===== config.mk =====
export PLATFORM = sky130hd
export DESIGN_NAME = id_ex_pipe
export DESIGN_NICKNAME = d
export VERILOG_FILES = /design/src/rtl/id_ex_pipe.sv
export SDC_FILE = /design/constraint.sdc
export NUM_CORES = 1
export LEC_CHECK = 0
export BUFFER_PORTS_ARGS = -buffer_cell sky130_fd_sc_hd__buf_2
export CORE_MARGIN = 3
export CORE_UTILIZATION = 57
export DETAILED_ROUTE_END_ITERATION = 6
export GPL_TIMING_DRIVEN = 0
export PLACE_DENSITY = 0.84
export SYNTH_ARGS = -nofsm -noshare
export SYNTH_HDL_FRONTEND = slang
export SYNTH_SLANG_ARGS = --single-unit

===== constraint.sdc =====
create_clock -name clk -period 10.08 [get_ports clk]
set_clock_uncertainty 0.1 [all_clocks]
set_input_delay 1.008 -clock clk [delete_from_list [all_inputs] [get_ports clk]]
set_output_delay 1.008 -clock clk [all_outputs]
set_load 0.01 [all_outputs]

===== src/rtl/id_ex_pipe.sv =====
// ID->EX pipeline register: valid/ready handshake, two-entry skid buffer,
// synchronous flush, and a saturating count of back-pressured cycles.
module id_ex_pipe #(
    parameter int XLEN  = 32,
    parameter int RA_W  = 5,
    parameter int CNT_W = 16
) (
    input  logic             clk,
    input  logic             rst,

    input  logic             id_valid,
    output logic             id_ready,
    input  logic [6:0]       id_t,
    input  logic [2:0]       id_st,
    input  logic             id_sst,
    input  logic [XLEN-1:0]  id_n1,
    input  logic [XLEN-1:0]  id_n2,
    input  logic [RA_W-1:0]  id_wa,
    input  logic             id_we,

    output logic             ex_valid,
    input  logic             ex_ready,
    output logic [6:0]       ex_t,
    output logic [2:0]       ex_st,
    output logic             ex_sst,
    output logic [XLEN-1:0]  ex_n1,
    output logic [XLEN-1:0]  ex_n2,
    output logic [RA_W-1:0]  ex_wa,
    output logic             ex_we,

    input  logic             flush,
    output logic [CNT_W-1:0] stall_cnt,
    input  logic             clr_cnt
);

    typedef struct packed {
        logic [6:0]      t;
        logic [2:0]      st;
        logic            sst;
        logic [XLEN-1:0] n1;
        logic [XLEN-1:0] n2;
        logic [RA_W-1:0] wa;
        logic            we;
    } beat_t;

    // Encoding is {skid_valid, main_valid}, so bit 1 is the skid-full flop.
    typedef enum logic [1:0] {
        EMPTY = 2'b00,
        ONE   = 2'b01,
        TWO   = 2'b11
    } state_t;

    state_t           state_q, state_d;
    beat_t            main_q, main_d;
    beat_t            skid_q, skid_d;
    logic [CNT_W-1:0] cnt_q, cnt_d;

    beat_t            in_beat;
    logic             main_valid;
    logic             accept;
    logic             retire;

    assign in_beat    = '{t: id_t, st: id_st, sst: id_sst, n1: id_n1,
                          n2: id_n2, wa: id_wa, we: id_we};
    assign main_valid = state_q[0];
    assign accept     = id_valid & ~state_q[1];
    assign retire     = main_valid & ex_ready;

    // NOTE: payload registers are reset as well so a bubble is all-zero
    // from the very first cycle, not just once a beat has passed through.
    always_ff @(posedge clk or posedge rst) begin
        if (rst) begin
            state_q <= EMPTY;
            main_q  <= '0;
            skid_q  <= '0;
            cnt_q   <= '0;
        end else begin
            // NOTE: non-blocking so every register samples pre-edge values.
            state_q <= state_d;
            main_q  <= main_d;
            skid_q  <= skid_d;
            cnt_q   <= cnt_d;
        end
    end

    always_comb begin
        // NOTE: hold-by-default on every target keeps this block latch-free.
        state_d = state_q;
        main_d  = main_q;
        skid_d  = skid_q;

        if (flush) begin
            state_d = EMPTY;
            main_d  = '0;
            skid_d  = '0;
        end else begin
            unique case (state_q)
                EMPTY: begin
                    if (accept) begin
                        state_d = ONE;
                        main_d  = in_beat;
                    end
                end
                ONE: begin
                    if (accept && retire) begin
                        main_d = in_beat;
                    end else if (accept) begin
                        state_d = TWO;
                        skid_d  = in_beat;
                    end else if (retire) begin
                        state_d = EMPTY;
                        main_d  = '0;
                    end
                end
                TWO: begin
                    if (retire) begin
                        state_d = ONE;
                        main_d  = skid_q;
                        skid_d  = '0;
                    end
                end
                default: begin
                    state_d = EMPTY;
                    main_d  = '0;
                    skid_d  = '0;
                end
            endcase
        end
    end

    // Counter is independent of flush; clear wins over increment.
    always_comb begin
        cnt_d = cnt_q;
        if (clr_cnt) begin
            cnt_d = '0;
        end else if (main_valid && !ex_ready && (cnt_q != {CNT_W{1'b1}})) begin
            cnt_d = cnt_q + {{(CNT_W-1){1'b0}}, 1'b1};
        end
    end

    // All outputs come straight from flops; ex_ready never reaches id_ready.
    always_comb begin
        id_ready  = ~state_q[1];
        ex_valid  = main_valid;
        ex_t      = main_q.t;
        ex_st     = main_q.st;
        ex_sst    = main_q.sst;
        ex_n1     = main_q.n1;
        ex_n2     = main_q.n2;
        ex_wa     = main_q.wa;
        ex_we     = main_q.we;
        stall_cnt = cnt_q;
    end

endmodule


# Word-level counts from Yosys, hierarchy flattened
# Index checks and enable logic that the tools add are counted.
dict set report totals {
  reg_bits 180
  inputBits 87
  out_inout_bits 99
  word_cells 59
}
dict set report op_classes {
  addsub 1
  n_eq_ne 11
  n_mux 19
  bitwise_logic 3
  n_reduce_logical 9
}
# op count
set ops {}
lappend ops {{81-bit two-way mux} 8}
lappend ops {{81-bit case mux with 3 select lines} 2}
lappend ops {{16-bit two-way mux} 2}
lappend ops {{16-bit by 1-bit adder with 16-bit output, second input constant} 1}
lappend ops {{16-bit != test, second input constant} 1}
lappend ops {{2-bit two-way mux} 6}
lappend ops {{3-bit != test, second input constant} 4}
lappend ops {{4-bit != test, second input constant} 3}
lappend ops {{4-bit AND reduction} 3}
lappend ops {{2-bit case mux with 3 select lines} 1}
lappend ops {{1-bit logical AND} 3}
lappend ops {{1-bit AND} 2}
lappend ops {{2-bit by 1-bit == test with 1-bit output, second input constant} 1}
lappend ops {{2-bit == test, second input constant} 1}
lappend ops {{2-bit logical NOT} 1}
lappend ops {{2-bit != test, second input constant} 1}
lappend ops {{2-bit nonzero test} 1}
lappend ops {{1-bit logical NOT} 1}
lappend ops {{1-bit NOT} 1}

# Logic depth before layout (Yosys ltp)
dict set report depth {
  depth_word 6
  ltp_mapped 8
  ltp_nobuf 6
}

# Least setup slack after synthesis
# No wires, ideal clock.
dict set report synth_timing {
  path_kind {input to register}
  start {in flush}
  end {reg skid_q[0] in the netlist's numbering}
  setup_ps 65
  arrival_ps 2145
  required_time_ps 9915
  slack_ps 7769
  stages 5
  path_buffers 2
  cell_sequence {buf_6 -> or3_4 -> nor3_4 -> buf_6 -> a22o_1}
}
dict set report synth_between {
  elab_chain_cells 2
  elab_cells_between_ends 6
  cone_classes {eq/ne: 4; mux: 1; reduce/logical: 1}
}
# item line
set synth_rtl {}
lappend synth_rtl {{start: declaration} 31} ;# input logic flush,
lappend synth_rtl {{3-bit != test (no source line) or 2-bit != test (tied branches)} --}
lappend synth_rtl {{4-bit AND reduction (no source line)} --}
lappend synth_rtl {{end signal: assignment} 81} ;# skid_q <= skid_d;
lappend synth_rtl {{end: declaration} 55} ;# beat_t skid_q, skid_d;
# Several ways; a longest one is shown, not always the timed one.
# A chain may end at the register's enable or synchronous reset.

# Worst setup path after layout
dict set report layout_timing {
  start {in ex_ready}
  end {reg skid_q[62] in the netlist's numbering}
}
dict set report layout_between {
  elab_chain_cells 4
  elab_cells_between_ends 5
  cone_classes {eq/ne: 2; bitwise: 1; reduce/logical: 2}
}
# item line
set layout_rtl {}
lappend layout_rtl {{start: declaration} 22} ;# input logic ex_ready,
lappend layout_rtl {{1-bit AND (*)} 67} ;# assign retire = main_valid & ex_ready;
lappend layout_rtl {{1-bit logical AND} 105} ;# if (accept && retire) begin
lappend layout_rtl {{3-bit != test (no source line)} --}
lappend layout_rtl {{4-bit AND reduction (no source line) (*)} --}
# Mark *: on every way between the ends. The rest lies on a longest branch, timed or not.

==> impl_metrics.py <==
metrics = {
    "run_status": {
        "outcome": "finished, final reports clean",
    },
    "clock_network": {
        "post_cts_resized": 0,
        "cts.clk_slew.worst_paths_ns": 0.07,
        "cts_buffer_depth": 2,
        "clkLatencyLatePin_ns": 0.43,
        "htreeDepth": 4,
        "post-cts-setup-buffers": 0,
        "clkSinkCount": 180,
        "cts_root_buf": "clkbuf_16",
        "numCtsBuffers": 17,
        "hold_buffers": 0,
        "cts_tree": "yes",
    },
    "placement": {
        "dp_hpwl_um": 13700,
        "place.gp.congestion": 0.866,
        "portBuffers": 184,
        "place_ws_ns": 7.02,
    },
    "detailed_routing": {
        "ant_nets": 0,
        "wl_per_cell_um": 20.3,
        "via_per_inst": 6.26,
        "dr.pass1.iters": 6,
        "routed_wl_um": 19900,
        "drt-initial-drc-count": 526,
        "dr_total_vias": 6137,
        "drc": 0,
    },
    "worst_setup_path": {
        "arrival_ns": 2.84,
        "r2r-start": "state_q[0]",
        "worstSetupStartpointType": "input pin",
        "cp_slowest_cell": "a21oi_1",
        "cp_slowest_stage_delay_ns": 0.80,
        "crit_fanout": 10,
        "critPathKind": "in2reg",
        "worstPathCellList": "buf_2 -> and2_1 -> o21ai_1 -> a21oi_1 -> buf_2 -> a22o_1",
        "path_common_cell": "buf_2",
        "setup.worst_path.start": "ex_ready",
        "worstPathRequired_ns": 10.34,
        "worstSetupEndpointType": "flip-flop",
        "r2r_setup_slack_ns": 7.55,
    },
    "global_route": {
        "grt_start_max_net_pins": 122,
        "grt_pass1_wl_um": 32100,
        "antenna_found_initial": 0,
        "grt_overflow": 0,
        "grt_use_total_pct": 27.6,
        "grt_pass1_vias": 6239,
    },
    "floorplan": {
        "rows": 41,
        "core_sq_um": 12800,
        "dieArea_sq_um": 14800,
        "die_w_um": 122,
        "io_pins": 186,
        "start_util_pct": 59.3,
        "die_h_um": 122,
    },
    "timing": {
        "worst_hold_slack_ns": 0.383,
        "maxSlewViolCount": 0,
        "setup_viol": 0,
        "rsz0062_at_grt": "no",
        "post-route-period-util_pct": 25.6,
        "tightest_slew_ns": 1.03,
        "finalWorstPathRequiredPeriod_ns": 2.58,
        "worst_slack_ns": 7.50,
        "fin_setup_tns_ns": 0,
        "fmax_ghz": 0.388,
        "final_hold_viol_count": 0,
        "slew_headroom_pct": 31.3,
    },
    "yosys": {
        "synth_top_area_share_pct": 59.2,
        "syn_area_per_cell_sq_um": 12.8,
        "seq_area_frac_synth_pct": 59.2,
        "netlist_top_cells_area": "dfrtp_1, a22o_1, o2bb2ai_1",
        "ys_types": 45,
        "synth-seq-cells": 180,
        "netlist_area_sq_um": 7610,
        "synth_top_cell_by_area": "dfrtp_1",
        "synth_cells": 593,
        "yosys_warnings": 0,
        "synthesis.nets": 685,
    },
    "min_path": {
        "min_from": "ex_n1[22]",
        "hold_class": "reg2reg",
    },
    "power": {
        "ir_drop_mv": 0.159,
        "power_leakage_nw": 4.69,
        "pwr_density_cell_nw_per_um2": 238,
    },
    "cells_and_area": {
        "fin_nets": 889,
        "syn_to_final_growth_pct": 23.8,
        "n_antenna_cell": 0,
        "drive_gt1_share_pct": 31.8,
    },
    "run": {
        "drv_cap": 0,
    },
}
report_power, final:
part / internal [W] / switching [W] / leakage (nW)
clock: 0.000425 / 0.000292 / 0.302
sequential: 0.000844 / 0.0000771 / 2.47
combinational: 0.000225 / 0.000381 / 1.92
metal layers:
metal	wire length [um]	global-route usage, %	share of wire, %	vias up
met3	1340	6.99	6.7	30
met5	0	0	0	-
met2	9640	43.6	48	252
met1	8570	37.9	43	3100
li1	-	-	-	2755
met4	335	8.96	1.7	0
critical path, delay by kind of cell:
kind                   cells  cell delay (ns)
AO/OA/AOI/OAI              3             1.11
buffers and inverters      2             0.51
AND/OR/NAND/NOR            1             0.22
per-stage QoR:
stage | total power [W] | utilization (%) | std cells | cell area (sq um)
after floorplan | 0.00128 | - | 593 | 7610
after global placement | 0.00150 | 68.2 | 949 | 8740
after detailed placement | 0.00153 | 68.4 | 950 | 8780
after CTS | 0.00225 | 73.4 | 981 | 9410
after global routing | 0.00235 | 73.4 | 981 | 9410
final | 0.00224 | 73.4 | 981 | 9410
cells in the final DEF (no fill, tap or decap), types with 4 or more instances in the layout:
cell	count
a21oi_1	12
a22o_1	82
a22oi_1	81
buf_2	205
buf_6	9
bufinv_16	4
clkbuf_1	25
clkbuf_16	17
dfrtp_1	180
ha_1	5
nand2_1	8
nand2b_1	5
nand3_1	4
nand4_1	5
nor2_1	13
o21ai_0	8
o2bb2ai_1	81
or3_1	6
or4_1	4
worst paths after layout:
kind	to	cells past startpoint
setup / recovery	skid_q[62]	6
hold / removal	ex_n1[22]	1
min in group asynchronous	ex_n1[1]	2
setup reg to reg	skid_q[62]	6
max in group asynchronous	ex_n1[26]	3
hold reg to reg	ex_n1[22]	1
synthesized netlist by cell type:
cell and count:
a211o_1 1, a21oi_1 12, a22o_1 82, a22oi_1 81, a2bb2oi_1 1, and2_1 1, and3_1 2, and3b_1 1
and4_4 1, and4b_1 1, buf_2 21, buf_6 9, clkbuf_1 25, clkbuf_2 1, dfrtp_1 180, ha_1 5
inv_1 4, mux2_1 3, mux2_2 1, mux2i_1 3, nand2_1 8, nand2_2 1, nand2b_1 5, nand3_1 4
nand3_4 1, nand3b_1 1, nand4_1 5, nand4_2 1, nor2_1 13, nor2b_1 2, nor3_1 3, nor3_4 1
nor4_1 3, nor4_2 1, nor4_4 1, o2111ai_1 2, o21ai_0 8, o21ai_1 1, o21bai_1 1, o2bb2ai_1 81
o31ai_1 3, or3_1 6, or3_4 1, or4_1 4, xnor2_1 1
cell type report:
cell class,count,area (sq um)
sequential,180,4500
fill,869,3410
multi-input combinational,353,2780
timing repair buffer,185,948
clock buffer,18,439
buffer,56,305
tap,172,215
clock inverter,13,198
inverter,4,22.5
logic make-up (layout without fill, tap and decap cells):
| family | after synthesis | after routing | share of synthesized area, % |
|---|---|---|---|
| AND/OR/NAND/NOR | 67 | 67 | 5.64 |
| adder cells (fa/ha/maj) | 5 | 5 | 0.823 |
| multiplexers | 7 | 7 | 0.987 |
| XOR/XNOR | 1 | 1 | 0.115 |
| flip-flops | 180 | 180 | 59.2 |
| AO/OA/AOI/OAI | 273 | 273 | 29.0 |
| buffers and inverters | 60 | 276 | 4.21 |
registers in the layout, summed over array words and instances, names as in the netlist:
signal / count
ex_n1: 32
ex_n2: 32
ex_sst: 1
ex_st: 3
ex_t: 7
ex_wa: 5
ex_we: 1
skid_q: 81
stall_cnt: 16
state_q: 2
Power figures use the tool's default switching activity.
